**src/rtl/t06_button_conditioner_pkg.sv**
```systemverilog
// Shared types and constants for the snake-game button conditioner.
package t06_input_pkg;

   typedef enum logic [1:0] {
      RIGHT = 2'd0,
      LEFT  = 2'd1,
      UP    = 2'd2,
      DOWN  = 2'd3
   } dir_t;

   localparam int NUM_BTN   = 5;
   localparam int BTN_RIGHT = 0;
   localparam int BTN_LEFT  = 1;
   localparam int BTN_UP    = 2;
   localparam int BTN_DOWN  = 3;
   localparam int BTN_START = 4;

   // 10 ms at 10 MHz
   localparam int DB_CYCLES_DEFAULT = 100000;

   // Reversing straight back onto the snake's own body is never allowed.
   function automatic dir_t opposite(input dir_t d);
      dir_t r;
      case (d)
         RIGHT:   r = LEFT;
         LEFT:    r = RIGHT;
         UP:      r = DOWN;
         default: r = UP;
      endcase
      return r;
   endfunction

endpackage

```
**src/rtl/t06_button_conditioner_if.sv**
```systemverilog
// Raw button inputs and conditioned outputs of the input stage.
interface t06_button_conditioner_if;
   logic       en;
   logic [4:0] btn_raw;
   logic [4:0] btn_level;
   logic [4:0] btn_press;
   logic [1:0] dir;
   logic       dir_changed;
   logic       paused;
   logic       any_press;

   // Board / stimulus side: drives pins and enable, observes results.
   modport master (
      output en, btn_raw,
      input  btn_level, btn_press, dir, dir_changed, paused, any_press
   );

   // Conditioner side.
   modport slave (
      input  en, btn_raw,
      output btn_level, btn_press, dir, dir_changed, paused, any_press
   );
endinterface

```
**src/rtl/t06_button_conditioner_debounce.sv**
```systemverilog
// One button bit: two-flop synchronizer, stability counter, debounced
// level and a one-cycle rising-edge pulse.
module t06_debounce #(
   parameter int DB_CYCLES = 4
) (
   input  logic clk,
   input  logic nrst,
   input  logic i_en,
   input  logic i_raw,
   output logic o_level,
   output logic o_press
);

   localparam int CNT_W = (DB_CYCLES > 1) ? $clog2(DB_CYCLES) : 1;
   localparam logic [CNT_W-1:0] CNT_LAST = CNT_W'(DB_CYCLES - 1);

   logic             r_sync1;
   logic             r_sync2;
   logic             r_level;
   logic             r_press;
   logic [CNT_W-1:0] r_cnt;

   logic w_differ;
   logic w_expire;

   assign w_differ = (r_sync2 != r_level);
   assign w_expire = w_differ && (r_cnt == CNT_LAST);

   // Synchronize, count consecutive disagreeing cycles, flip the level once
   // the disagreement has lasted DB_CYCLES edges; everything freezes when
   // disabled except the pulse, which must not linger.
   always_ff @(posedge clk) begin
      if (!nrst) begin
         r_sync1 <= 1'b0;
         r_sync2 <= 1'b0;
         r_level <= 1'b0;
         r_press <= 1'b0;
         r_cnt   <= '0;
      end else if (!i_en) begin
         r_press <= 1'b0;
      end else begin
         r_sync1 <= i_raw;
         r_sync2 <= r_sync1;
         r_press <= w_expire && r_sync2;
         if (!w_differ) begin
            r_cnt <= '0;
         end else if (w_expire) begin
            r_level <= r_sync2;
            r_cnt   <= '0;
         end else begin
            r_cnt <= r_cnt + CNT_W'(1);
         end
      end
   end

   assign o_level = r_level;
   assign o_press = r_press & i_en;

endmodule

```
**src/rtl/t06_button_conditioner.sv**
```systemverilog
// Input stage for the snake core: five debounced buttons, press pulses,
// direction register with reversal rejection, and the pause toggle.
module t06_button_conditioner
   import t06_input_pkg::*;
#(
   parameter int DB_CYCLES = DB_CYCLES_DEFAULT
) (
   input logic                      clk,
   input logic                      nrst,
   t06_button_conditioner_if.slave  bus
);

   logic [NUM_BTN-1:0] w_level;
   logic [NUM_BTN-1:0] w_press;

   generate
      for (genvar gi = 0; gi < NUM_BTN; gi++) begin : g_btn
         t06_debounce #(
            .DB_CYCLES (DB_CYCLES)
         ) u_db (
            .clk     (clk),
            .nrst    (nrst),
            .i_en    (bus.en),
            .i_raw   (bus.btn_raw[gi]),
            .o_level (w_level[gi]),
            .o_press (w_press[gi])
         );
      end
   endgenerate

   dir_t r_dir;
   logic r_paused;
   logic r_dir_changed;

   dir_t w_cand;
   logic w_dir_req;
   logic w_accept;

   // Pick the highest-priority pressed direction; a rejected pick does not
   // fall back to a lower-priority button pressed in the same cycle.
   always_comb begin
      w_cand    = RIGHT;
      w_dir_req = 1'b1;
      if (w_press[BTN_RIGHT])     w_cand = RIGHT;
      else if (w_press[BTN_LEFT]) w_cand = LEFT;
      else if (w_press[BTN_UP])   w_cand = UP;
      else if (w_press[BTN_DOWN]) w_cand = DOWN;
      else                        w_dir_req = 1'b0;
      w_accept = w_dir_req && !r_paused
                 && (w_cand != r_dir) && (w_cand != opposite(r_dir));
   end

   // Direction and pause state; the direction decision uses the paused
   // value from before any same-cycle start toggle.
   always_ff @(posedge clk) begin
      if (!nrst) begin
         r_dir         <= RIGHT;
         r_paused      <= 1'b1;
         r_dir_changed <= 1'b0;
      end else if (!bus.en) begin
         r_dir_changed <= 1'b0;
      end else begin
         r_dir_changed <= w_accept;
         if (w_accept) r_dir <= w_cand;
         if (w_press[BTN_START]) r_paused <= ~r_paused;
      end
   end

   assign bus.btn_level   = w_level;
   assign bus.btn_press   = w_press;
   assign bus.any_press   = |w_press;
   assign bus.dir         = r_dir;
   assign bus.dir_changed = r_dir_changed & bus.en;
   assign bus.paused      = r_paused;

endmodule

```
**src/flat_wrapper.sv**
```systemverilog
// flat-port wrapper written by rule: the top's interface ports become plain ports
module t06_button_conditioner_flat import t06_input_pkg::*;
#(
   parameter int DB_CYCLES = DB_CYCLES_DEFAULT
)
  (clk, nrst, bus_en, bus_btn_raw, bus_btn_level, bus_btn_press, bus_dir, bus_dir_changed, bus_paused, bus_any_press);
  t06_button_conditioner_if bus_i ();
  input logic clk;
  input logic nrst;
  input wire logic [$bits(bus_i.en)-1:0] bus_en;
  input wire logic [$bits(bus_i.btn_raw)-1:0] bus_btn_raw;
  output wire logic [$bits(bus_i.btn_level)-1:0] bus_btn_level;
  output wire logic [$bits(bus_i.btn_press)-1:0] bus_btn_press;
  output wire logic [$bits(bus_i.dir)-1:0] bus_dir;
  output wire logic [$bits(bus_i.dir_changed)-1:0] bus_dir_changed;
  output wire logic [$bits(bus_i.paused)-1:0] bus_paused;
  output wire logic [$bits(bus_i.any_press)-1:0] bus_any_press;
  assign bus_i.en = bus_en;
  assign bus_i.btn_raw = bus_btn_raw;
  assign bus_btn_level = bus_i.btn_level;
  assign bus_btn_press = bus_i.btn_press;
  assign bus_dir = bus_i.dir;
  assign bus_dir_changed = bus_i.dir_changed;
  assign bus_paused = bus_i.paused;
  assign bus_any_press = bus_i.any_press;
  t06_button_conditioner #(.DB_CYCLES(DB_CYCLES)) u_core (.clk(clk), .nrst(nrst), .bus(bus_i));
endmodule
```
**config.mk**
```make
export PLATFORM = sky130hd
export DESIGN_NAME = t06_button_conditioner_flat
export DESIGN_NICKNAME = d
export VERILOG_FILES = /design/src/rtl/t06_button_conditioner_pkg.sv /design/src/rtl/t06_button_conditioner_if.sv /design/src/rtl/t06_button_conditioner_debounce.sv /design/src/rtl/t06_button_conditioner.sv /design/src/flat_wrapper.sv
export SDC_FILE = /design/constraint.sdc
export NUM_CORES = 1
export LEC_CHECK = 0
export ABC_AREA = 1
export BUFFER_PORTS_ARGS = -buffer_cell sky130_fd_sc_hd__buf_2
export CORE_UTILIZATION = 55
export CTS_CLUSTER_DIAMETER = 80
export DETAILED_ROUTE_END_ITERATION = 6
export PLACE_DENSITY = 0.72
export SYNTH_ARGS = -nofsm -noshare
export SYNTH_HDL_FRONTEND = slang
export SYNTH_HIERARCHICAL = 1
export SYNTH_SLANG_ARGS = --single-unit
```
**constraint.sdc**
```tcl
create_clock -name clk -period 2.2 [get_ports clk]
set_clock_uncertainty 0.2 [all_clocks]
set_input_delay 0.55 -clock clk [delete_from_list [all_inputs] [get_ports clk]]
set_output_delay 0.55 -clock clk [all_outputs]
set_load 0.02 [all_outputs]
```
# After elaboration in Yosys (flattened, before gate mapping)

Index checks and enable logic that the tools add are counted.
Widths: inputs -> output; s select.

Add/sub/neg operators: 5
Equal/unequal tests: 14
Muxes and demuxes: 19
Bitwise gates (word level): 7
Reduce and logical (&&, ||, !) cells: 24

Operator list:

| operator              | number |
|---|---|
| $mux 17               | 10 |
| $add 17x1->17 const B | 5 |
| $eq 17x17->1 const B  | 5 |
| $reduce_and 3->1      | 5 |
| $logic_and 1x1->1     | 13 |
| $mux 2                | 4 |
| $and 1x1->1           | 6 |
| $pmux 2 s3            | 1 |
| $reduce_and 2->1      | 3 |
| $ne 1x1->1            | 5 |
| $reduce_or 5->1       | 1 |
| $mux 1                | 4 |
| $ne 2x2->1            | 2 |
| $eq 2x1->1 const B    | 1 |
| $eq 2x2->1 const B    | 1 |
| $logic_not 2->1       | 1 |
| $logic_not 1->1       | 1 |
| $not 1->1             | 1 |

Flip-flop bits (word level): 109
Output and inout port bits: 15

# Longest topological paths before layout

Gate-level depths: netlist of run 1.

Depth in word-level cells: 9
Gate-level depth with buffers: 11

# Modules after synthesis

The synthesis of run 1 kept the hierarchy.

Modules (own cells, without submodules):

| module                 | instances | cells each | area an instance (µm²) | seq. area each (µm²) |
|---|---|---|---|---|
| t06_debounce           | 5         | 197        | 1257.5                 | 420.4 |
| t06_button_conditioner | 1         | 34         | 231.5                  | 80.1 |

# Worst setup path before layout of run 1

OpenSTA, ideal clock, no wires.

Path type: input to output
From: input bus_en
To: output bus_any_press
Arrival: 1.243 ns
Data required time: 1.450 ns
Path slack: 0.207 ns
Stages: 5
Buffers on the path: 1
Path through: buf_4 nand2_1 inv_1 nor2_4 nand3b_1

Word-level cells in the longest chain between the ends: 2
Elaborated cells on any way between the ends: 6
Those cells by class: 5 x bitwise; 1 x reduce/logical

RTL lines:

| item                       | RTL line                              | RTL |
|---|---|---|
| from (decl)                | flat_wrapper.sv:10                    | `input wire logic [$bits(bus_i.en)-1:0] bus_en;` |
| $and 1x1->1                | t06_button_conditioner_debounce.sv:57 | `assign o_press = r_press & i_en;` |
| named net bus_btn_press[0] | flat_wrapper.sv:13                    | `output wire logic [$bits(bus_i.btn_press)-1:0] bus_btn_press;` |
| $reduce_or 5->1            | t06_button_conditioner.sv:71          | `assign bus.any_press = \|w_press;` |
| to (decl)                  | flat_wrapper.sv:17                    | `output wire logic [$bits(bus_i.any_press)-1:0] bus_any_press;` |

The timed path passes the listed nets, and every way through them passes these cells.

# Final worst setup path of run 1

From: input bus_en
To: output bus_any_press

Word-level cells in the longest chain between the ends: 2
Elaborated cells on any way between the ends: 6
Those cells by class: 5 x bitwise; 1 x reduce/logical

RTL lines:

| item                | RTL line |
|---|---|
| $and 1x1->1         | t06_button_conditioner_debounce.sv:57 |
| $reduce_or 5->1 (*) | t06_button_conditioner.sv:71 |

Every way passes the cells marked *; elsewhere a longest branch is shown, timed or not.

==> metrics.cfg, run 1 <==
[sta]
max_freq_ghz = 0.489
tns_ns = 0
layout_setup_ws_ns = 0.154
fin_crit_sh_pct = 93.0
setup_viol = 0
finalMaxSlewViolations = 0
period_minus_slack_ns = 2.05
hold-worst-slack_ns = 0.215
hold_viol = 0
rsz0062_at_grt = false
worst_pin_slew_ns = 0.494
relSlewSlack_pct = 67.0

[placement]
place_ws_ns = 0.0979
dp_hpwl_mm = 10.8
dp_cells = 1177
port_buffers = 22
place_congestion = 0.899

[synthesis]
synth_area_um2 = 6520
synthAdderAreaFrac_pct = 0.960
yosys.area_share.xor_xnor_pct = 3.36
synth_edf_count = 0
yosysSeqAreaShare_pct = 33.5
ys_top_cells_by_count = nand2_1 (290), nor2_1 (189), dfxtp_1 (109)
synth_compound_area_share_pct = 11.0
synth_mux_area_share_pct = 0
synthArstFlopShare_pct = 0
synthSimpleGateAreaFrac_pct = 43.9
synth_top_area_share_pct = 33.5
yosysWarnings = 6
synth_cell_types = 29
synth_flop_cell = dfxtp_1
postSynthCellCount = 1019
synth_top_family_by_area = simple AND/OR/NAND/NOR gates
ys_ff_latch = 109
syn_nets = 1032
synth_top_area_cell = dfxtp_1
yosysMostFrequentCell = nand2_1
synth_area_leaders = dfxtp_1 (33%), nand2_1 (17%), nor2_1 (11%), a21oi_1 (5.2%), nand3_1 (4.4%)
syn_avg_cell_area_um2 = 6.40

[final_layout]
areaGrowthSynthToFinish_pct = 8.87
drive_gt1_share_pct = 14.5
antenna_cells = 0
fin_cells = 1193
nets = 1058
n_fill_cell = 1131

[worst_setup_path]
crit_type = in2out
worst-path-max-fanout = 10
critPathLaunchType = primary input
critPathRequiredTime_ns = 1.45
cp.arrival_ns = 1.30
crit_path_end_kind = output port

[drt]
vias = 6221
drc_errors = 0
totalWireLength_mm = 14.9
drt_pass1_iterations = 5
viasPerCell = 5.21
wire_per_inst_um = 12.5
drtIter0Drc = 448
drtAntennaViolNets = 0

[clocking]
cts_hold_buf = 0
path_clk_slew_ns = 0.07
post_cts_buffers = 0
clock-sinks = 109
cts_resized = 0
tritoncts = done
htree_levels = 3
cts-root-buf = clkbuf_16
clk_latency_ns = 0.36
cts.path.max_buffers = 2
numCtsBuffers = 9

[min_path]
hold_path.class = in2reg

[grt]
globalRouteTotalUtil_pct = 25.4
grt_pass1_wl_mm = 25.7
grt_max_degree = 20
overflow = 0
grt_pass1_vias = 5593
grt_antenna_before_repair = 1

[pwr]
p_int_mw = 3.05
vdd_drop_max_mv = 0.638
p_comb_share_pct = 4.6
p_sw_mw = 0.922
leakage_nw = 2.32
p_total_mw = 3.97
power_density_nw_per_um2 = 560
p_seq_share_pct = 50.4
p_clk_share_pct = 45.0
p_sw_share_pct = 23.2

[outcome]
outcome = completed

[die]
start_util_pct = 56.8
core_area_um2 = 11500
die_x_um = 111
std_cell_rows = 39
die_h_um = 111
dieArea_um2 = 12300
io_pins = 23

[job]
max_cap_violations = 0

## power by group through the flow
stage	logic, mW	clock network (mW)	registers (mW)
4_1_cts	0.186	1.84	2.00
5_1_grt	0.206	1.92	2.01
3_5_place_dp	0.186	0	2.05
2_1_floorplan	0.131	0	2.05
6_report	0.185	1.79	2.00
3_3_place_gp	0.184	0	2.05
## stage by stage
stage	utilization (%)	area, um^2
floorplan	-	6520
global placement	59.0	6770
detailed placement	59.0	6770
CTS	61.9	7100
global route	61.9	7100
finish	61.9	7100
## kinds of logic after synthesis
kind of cell               count (synthesis)
DFF                                      109
buffers and inverters                    111
and+or+nand+nor                          637
AOI/OAI and AO/OA                        132
xor gates and xnor gates                  25
adders and majority gates                  5
## state kept, by name, summed over array words and instances (netlist names)
name / flops
u_core/g_btn.u_db/r_cnt: 85
u_core/g_btn.u_db/o_level: 5
u_core/g_btn.u_db/r_press: 5
u_core/g_btn.u_db/r_sync1: 5
u_core/g_btn.u_db/r_sync2: 5
u_core/bus.dir: 2
u_core/bus.paused: 1
u_core/r_dir_changed: 1
## worst max-delay path: stages
cell and delay (ns):
buf_2 0.17, nand2_1 0.07, inv_1 0.07, nor2_1 0.16
nand3b_1 0.10, buf_2 0.17
## cells in the final DEF (no fill, tap or decap), drive strengths merged
master and instances:
inv 88, xor2 15, dfxtp 109, clkbuf 9, a21oi 74, or2 5
ha 5, bufinv 2, nand4 15, o21ai 47, clkinv 8, nand3 67
nand3b 1, nand2 319, o221ai 5, o21bai 1, o21a 5, nor2 230
buf 35, xnor2 10
## area by class of cell
cell class	instances	area, um^2	share of cell area [%]
Clock inverter	7	104	1.46
Inverter	91	342	4.81
Timing Repair Buffer	35	208	2.93
Clock buffer	9	225	3.17
Sequential cell	109	2180	30.7
Tap cell	143	179	2.52
Multi-Input combinational cell	799	3860	54.4
## worst paths after layout
path	from	to	slack [ns]	depth (start not counted)
setup / recovery	bus_en	bus_any_press	0.15	6
setup reg to reg	u_core/g_btn[1].u_db/r_cnt[0]	u_core/g_btn[1].u_db/r_cnt[16]	0.44	10
hold / removal	bus_btn_raw[2]	u_core/g_btn[2].u_db/r_sync1	0.22	3
hold reg to reg	u_core/g_btn[3].u_db/r_sync2	u_core/g_btn[3].u_db/r_press	0.28	2
## layer usage
layer  part of all wire, %  wire length (um)  track usage (%)  up-vias
li1                      -                 -                -     3289
met1                    46              6850             32.7     2776
met2                    48              7150             42.5      142
met3                   5.0               751             6.07       12
met4                  0.95               141             6.31        2
met5                 0.067                10                0        -
No activity file was read; power rests on OpenSTA's default activity.
==> run 2, diff against run 1 <==
- CTS_CLUSTER_SIZE: unset -> 12
- GPL_ROUTABILITY_DRIVEN: unset -> 0
- RECOVER_POWER: unset -> 25
==> run 2 against run 1 <==
  * Register-to-register slack worse by 0.15 ns
  * Via count is 0.26% lower
  * Clock power hardly changed
  * Total power is 0.11% lower
  * Die area stayed put
  * Clock-buffer cell count stayed put
  * Worst hold slack better by 0.0012 ns
  * Critical path depth stayed put
  * Routed wire length is 0.11% lower
  * Non-clock buffer count stayed put
  * Fmax is 0.13% higher
==> metrics.cfg, run 2 (same netlist as run 1, synthesis figures left out) <==
[drt]
wire_per_inst_um = 12.5  ; about the same
drc_errors = 0  ; unchanged
drtAntennaViolNets = 0  ; unchanged
drt_pass1_iterations = 5  ; unchanged
viasPerCell = 5.20  ; was 5.21
totalWireLength_mm = 14.9  ; about the same
drtIter0Drc = 476  ; was 448
vias = 6205  ; was 6221

[clocking]
post_cts_buffers = 0  ; unchanged
cts_hold_buf = 0  ; unchanged
tritoncts = done  ; unchanged
clock-sinks = 109  ; unchanged
clk_latency_ns = 0.36  ; about the same
cts.path.max_buffers = 2  ; unchanged
cts-root-buf = clkbuf_16  ; unchanged
cts_resized = 0  ; unchanged
htree_levels = 3  ; unchanged
path_clk_slew_ns = 0.07  ; about the same
numCtsBuffers = 9  ; unchanged

[placement]
place_ws_ns = 0.0979  ; unchanged
dp_hpwl_mm = 10.8  ; unchanged
port_buffers = 22  ; unchanged
dp_cells = 1177  ; unchanged
place_area_um2 = 6770  ; unchanged

[sta]
worst_pin_slew_ns = 0.625  ; was 0.494 ns
finalMaxSlewViolations = 0  ; unchanged
max_freq_ghz = 0.489  ; about the same
period_minus_slack_ns = 2.04  ; was 2.05 ns
hold-worst-slack_ns = 0.217  ; was 0.215 ns
layout_setup_ws_ns = 0.156  ; was 0.154 ns
rsz0062_at_grt = false  ; unchanged
tns_ns = 0  ; unchanged
setup_viol = 0  ; unchanged
fin_crit_sh_pct = 92.9  ; was 93.0%
relSlewSlack_pct = 58.4  ; was 67.0%
hold_viol = 0  ; unchanged

[final_layout]
fin_cells = 1194  ; was 1193
finalInstanceArea_um2 = 7040  ; was 7100 um^2
areaGrowthSynthToFinish_pct = 8.06  ; was 8.87%
nets = 1058  ; unchanged
regMostFlops = u_core/g_btn.u_db/r_cnt  ; unchanged
drive_gt1_share_pct = 13.6  ; was 14.5%
n_fill_cell = 1141  ; was 1131
layout_commonest_cell = nand2_1  ; unchanged
largest_reg_flops = 85  ; unchanged
final_cell_mix = nand2_1 (292), nor2_1 (192), dfxtp_1 (109)  ; was nand2_1 (290), nor2_1 (189), dfxtp_1 (109)

[pwr]
power_density_nw_per_um2 = 564  ; was 560 nW/um^2
leakage_nw = 2.31  ; was 2.32 nW
vdd_drop_max_mv = 0.635  ; was 0.638 mV

[worst_setup_path]
path_buf_inv = 3  ; unchanged
slowest_stage = buf_2  ; unchanged
cp_common_cell = buf_2  ; unchanged
crit_type = in2out  ; unchanged
path_delay_family = buffers and inverters  ; unchanged
cp.arrival_ns = 1.29  ; was 1.30 ns
critPathRequiredTime_ns = 1.45  ; about the same
slowest_delay_ns = 0.17  ; about the same
crit_path_end_kind = output port  ; unchanged
cp_cell_sequence = buf_2 > nand2_1 > inv_1 > nor2_1 > nand3b_1 > buf_2  ; unchanged
critPathLaunchType = primary input  ; unchanged
worst-path-max-fanout = 10  ; unchanged

[job]
max_cap_violations = 0  ; unchanged

[die]
die_h_um = 111  ; unchanged
start_util_pct = 56.8  ; unchanged
core_area_um2 = 11500  ; unchanged
std_cell_rows = 39  ; unchanged
dieArea_um2 = 12300  ; unchanged
io_pins = 23  ; unchanged
die_x_um = 111  ; unchanged

[grt]
grt_max_degree = 20  ; unchanged
grt_pass1_vias = 5593  ; unchanged
overflow = 0  ; unchanged
grt_antenna_before_repair = 1  ; unchanged
globalRouteTotalUtil_pct = 25.4  ; unchanged
grt_pass1_wl_mm = 25.7  ; unchanged

[outcome]
outcome = completed  ; unchanged

[min_path]
hold_path.class = in2reg  ; unchanged

## run 2: changes by cell type in the layout (fill, tap and decap cells not counted), sizes merged
cell | before | now
clkbuf | 9 | 16
diode | 0 | 1
buf | 35 | 28
## run 2: per-layer routing
| metal | global-route usage, % | share of wire, % |
|---|---|---|
| met1 | 32.7 | 46 |
| met4 | 6.31 | 0.96 |
| met3 | 6.07 | 4.7 |
| met5 | 0 | 0 |
| met2 | 42.5 | 48 |
## run 2: final timing paths
path,start,end,slack (ns),cells after the start
worst max register to register,u_core/g_btn[1].u_db/r_cnt[0],u_core/g_btn[1].u_db/r_cnt[16],0.29,10
worst max-delay path,bus_en,bus_any_press,0.16,6
worst min register to register,u_core/g_btn[3].u_db/r_sync2,u_core/g_btn[3].u_db/r_press,0.28,2
worst min-delay path,bus_btn_raw[2],u_core/g_btn[2].u_db/r_sync1,0.22,3
## run 2: stage by stage
| stage | util (%) | total power, mW |
|---|---|---|
| floorplan | - | 2.18 |
| global placement | 59.0 | 2.23 |
| detailed placement | 59.0 | 2.23 |
| CTS | 61.9 | 4.03 |
| global route | 61.4 | 4.12 |
| finish | 61.4 | 3.97 |
## run 2: final cells by class
cell class              instances  area (um^2)  area share (%)
multi-input cells             799         3820            54.2
flip-flops and latches        109         2180            31.0
inverters                      91          342            4.85
clock buffers                   9          225            3.20
repair buffers                 35          190            2.70
well taps                     143          179            2.54
clock inverters                 7          104            1.47
diodes                          1         2.50          0.0355
## run 2: worst min-delay path, delay by kind of cell
family / cells / cell delay (ns)
AND/OR/NAND/NOR: 2 / 0.11
buffers and inverters: 1 / 0.08
## run 2: report_power, final
part / internal [mW] / switching (mW)
Combinational: 0.0461 / 0.134
Clock: 1.01 / 0.774
Sequential: 1.99 / 0.0135
==> run 3, diff against run 2 <==
- ABC_AREA: 1 -> unset
==> run 3 against run 2 <==
  * Via count down 11%
  * Clock-buffer cell count unchanged
  * Register-to-register slack worse by 0.05 ns
  * Largest cell class unchanged
  * Critical endpoint unchanged
  * Synthesized area down 7.3%
  * Die area down 7.1%
  * Sequential power about the same
  * Sequential cell count unchanged
  * Fmax down 6.2%
  * Critical path depth down 1
  * Worst hold slack better by 0.018 ns
  * Non-clock buffer count up 4
  * Highest routed layer unchanged
==> metrics.cfg, run 3 <==
[final_layout]
utilization_pct = 61.1  ; was 61.4%
largest_reg_flops = 85  ; unchanged
areaGrowthSynthToFinish_pct = 6.21  ; was 8.06%
drive_gt1_share_pct = 12.9  ; was 13.6%
regMostFlops = u_core/g_btn.u_db/r_cnt  ; unchanged
antenna_cells = 0  ; was 1
final_cell_mix = dfxtp_1 (109), nand2_1 (61), a31oi_1 (50)  ; was nand2_1 (292), nor2_1 (192), dfxtp_1 (109)
finalInstanceArea_um2 = 6420  ; was 7040 um^2
fin_cells = 858  ; was 1194
nets = 731  ; was 1058
layout_commonest_cell = dfxtp_1  ; was nand2_1

[clocking]
cts.path.max_buffers = 2  ; unchanged
cts_resized = 0  ; unchanged
tritoncts = done  ; unchanged
numCtsBuffers = 9  ; unchanged
clock-sinks = 109  ; unchanged
post_cts_buffers = 0  ; unchanged
cts-root-buf = clkbuf_8  ; was clkbuf_16
path_clk_slew_ns = 0.10  ; was 0.07 ns
cts_hold_buf = 0  ; unchanged
clk_latency_ns = 0.38  ; was 0.36 ns
htree_levels = 3  ; unchanged

[worst_setup_path]
slowest_delay_ns = 0.22  ; was 0.17 ns
cp.arrival_ns = 1.43  ; was 1.29 ns
cp_common_cell = buf_2  ; unchanged
crit_path_end_kind = output port  ; unchanged
crit_type = in2out  ; unchanged
cp_cell_sequence = buf_2 > and2_2 > nor2_1 > nand3b_1 > buf_2  ; was buf_2 > nand2_1 > inv_1 > nor2_1 > nand3b_1 > buf_2
rrSetupSlack_ns = 0.24  ; was 0.29 ns
path_delay_family = simple AND/OR/NAND/NOR gates  ; was buffers and inverters
path_buf_inv = 2  ; was 3
critPathRequiredTime_ns = 1.45  ; about the same
worst-path-max-fanout = 7  ; was 10
slowest_stage = and2_2  ; was buf_2
critPathLaunchType = primary input  ; unchanged

[pwr]
p_clk_share_pct = 36.2  ; was 45.0%
vdd_drop_max_mv = 0.402  ; was 0.635 mV
p_sw_mw = 0.811  ; was 0.922 mW
power_density_nw_per_um2 = 529  ; was 564 nW/um^2
leakage_nw = 2.07  ; was 2.31 nW
p_int_mw = 2.58  ; was 3.05 mW
p_seq_share_pct = 59.0  ; was 50.4%
p_total_mw = 3.40  ; was 3.97 mW
p_sw_share_pct = 23.9  ; was 23.2%
p_comb_share_pct = 4.8  ; was 4.5%

[die]
die_h_um = 107  ; was 111 um
dieArea_um2 = 11400  ; was 12300 um^2
io_pins = 23  ; unchanged
start_util_pct = 57.5  ; was 56.8%
die_x_um = 107  ; was 111 um
core_area_um2 = 10500  ; was 11500 um^2
std_cell_rows = 37  ; was 39

[synthesis]
ys_ff_latch = 109  ; unchanged
synth_area_leaders = dfxtp_1 (36%), a31oi_1 (5.2%), nand4_1 (4.7%), nand2_1 (3.8%), nand3_1 (3.3%)  ; was dfxtp_1 (33%), nand2_1 (17%), nor2_1 (11%), a21oi_1 (5.2%), nand3_1 (4.4%)
syn_nets = 716  ; was 1032
postSynthCellCount = 703  ; was 1019
synthArstFlopShare_pct = 0  ; unchanged
syn_avg_cell_area_um2 = 8.60  ; was 6.40 um^2
synth_area_um2 = 6050  ; was 6520 um^2
ys_top_cells_by_count = dfxtp_1 (109), nand2_1 (61), a31oi_1 (50)  ; was nand2_1 (290), nor2_1 (189), dfxtp_1 (109)
synth_edf_count = 0  ; unchanged
synth_cell_types = 48  ; was 29
synth_top_area_share_pct = 36.1  ; was 33.5%
yosysSeqAreaShare_pct = 36.1  ; was 33.5%
yosysMostFrequentCell = dfxtp_1  ; was nand2_1
yosysWarnings = 6  ; unchanged
synth_flop_cell = dfxtp_1  ; unchanged
synth_top_area_cell = dfxtp_1  ; unchanged

[grt]
grt_max_degree = 47  ; was 20
grt_pass1_wl_mm = 23.3  ; was 25.7 mm
grt_pass1_vias = 5012  ; was 5593
overflow = 0  ; unchanged
grt_antenna_before_repair = 0  ; was 1
globalRouteTotalUtil_pct = 24.9  ; was 25.4%

[drt]
wire_per_inst_um = 15.9  ; was 12.5 um
totalWireLength_mm = 13.7  ; was 14.9 mm
drt_pass1_iterations = 6  ; was 5
drc_errors = 0  ; unchanged
vias = 5515  ; was 6205
viasPerCell = 6.43  ; was 5.20
drtAntennaViolNets = 0  ; unchanged
drtIter0Drc = 432  ; was 476

[placement]
dp_cells = 843  ; was 1177
port_buffers = 22  ; unchanged
dp_hpwl_mm = 9.51  ; was 10.8 mm
place_area_um2 = 6230  ; was 6770 um^2

[sta]
rsz0062_at_grt = false  ; unchanged
relSlewSlack_pct = 60.0  ; was 58.4%
setup_viol = 0  ; unchanged
tns_ns = 0  ; unchanged
max_freq_ghz = 0.459  ; was 0.489 GHz
hold_viol = 0  ; unchanged
worst_pin_slew_ns = 0.599  ; was 0.625 ns
finalMaxSlewViolations = 0  ; unchanged
period_minus_slack_ns = 2.18  ; was 2.04 ns
fin_crit_sh_pct = 99.0  ; was 92.9%

[job]
max_cap_violations = 0  ; unchanged

[outcome]
outcome = completed  ; unchanged

[min_path]
hold_path.class = in2reg  ; unchanged

-- run 3: cell count changes after synthesis, sizes merged, moves of 25 or more --
cell   delta
o21ai    -31
nor2    -211
inv      -43
a31oi    +50
nand4    +30
and4     +25
nand2   -258
a21oi    -58
-- run 3: area by class of cell --
class / count / area (um^2)
clock buffers: 9 / 124
clock inverters: 6 / 71.3
fillers: 928 / 4090
inverters: 42 / 158
multi-input cells: 517 / 3460
flip-flops and latches: 109 / 2180
well taps: 136 / 170
repair buffers: 39 / 256
-- run 3: kinds of logic (layout without fill, tap and decap cells) --
| family | count (synthesis) | count (layout) | synth area share [%] |
|---|---|---|---|
| and+or+nand+nor | 315 | 315 | 31.2 |
| AOI/OAI and AO/OA | 172 | 172 | 20.4 |
| DFF | 109 | 109 | 36.1 |
| buffers and inverters | 77 | 96 | 6.75 |
| muxes | 15 | 15 | 2.48 |
| xor gates and xnor gates | 10 | 10 | 2.07 |
| adders and majority gates | 5 | 5 | 1.03 |
-- run 3: power by group through the flow --
| stage | Combinational [mW] | Sequential [mW] | Clock [mW] |
|---|---|---|---|
| 2_1_floorplan | 0.115 | 2.04 | 0 |
| 3_3_place_gp | 0.160 | 2.05 | 0 |
| 3_5_place_dp | 0.163 | 2.05 | 0 |
| 4_1_cts | 0.164 | 2.00 | 1.27 |
| 5_1_grt | 0.182 | 2.01 | 1.36 |
| 6_report | 0.165 | 2.00 | 1.23 |
-- run 3: stage by stage --
| stage | setup slack, ns | hold slack [ns] |
|---|---|---|
| after floorplan | 0.0117 | 0.228 |
| after global placement | 0.0392 | 0.254 |
| after detailed placement | -0.0206 | 0.265 |
| after CTS | 0.0352 | 0.212 |
| after global routing | 0.00544 | 0.242 |
| final | 0.0212 | 0.234 |
-- run 3: tightest hold or removal path, cell delays in order --
cell     delay [ns]
buf_2          0.08
mux2i_1        0.06
nor2b_1        0.10
-- run 3: final timing paths --
kind | endpoint | depth (start not counted) | startpoint
setup / recovery | bus_any_press | 5 | bus_en
hold / removal | u_core/g_btn[4].u_db/r_sync1 | 3 | bus_btn_raw[4]
setup reg to reg | u_core/g_btn[4].u_db/r_cnt[16] | 5 | u_core/g_btn[4].u_db/r_cnt[0]
hold reg to reg | u_core/g_btn[2].u_db/r_cnt[16] | 1 | u_core/g_btn[2].u_db/r_cnt[16]
-- run 3: layer usage --
layer,routed length [um],vias up,share of wire (%),track usage (%)
li1,-,2748,-,-
met1,6360,2613,47,32.7
met2,6430,133,47,40.6
met3,626,21,4.6,4.80
met4,242,0,1.8,9.10
met5,0,-,0,0
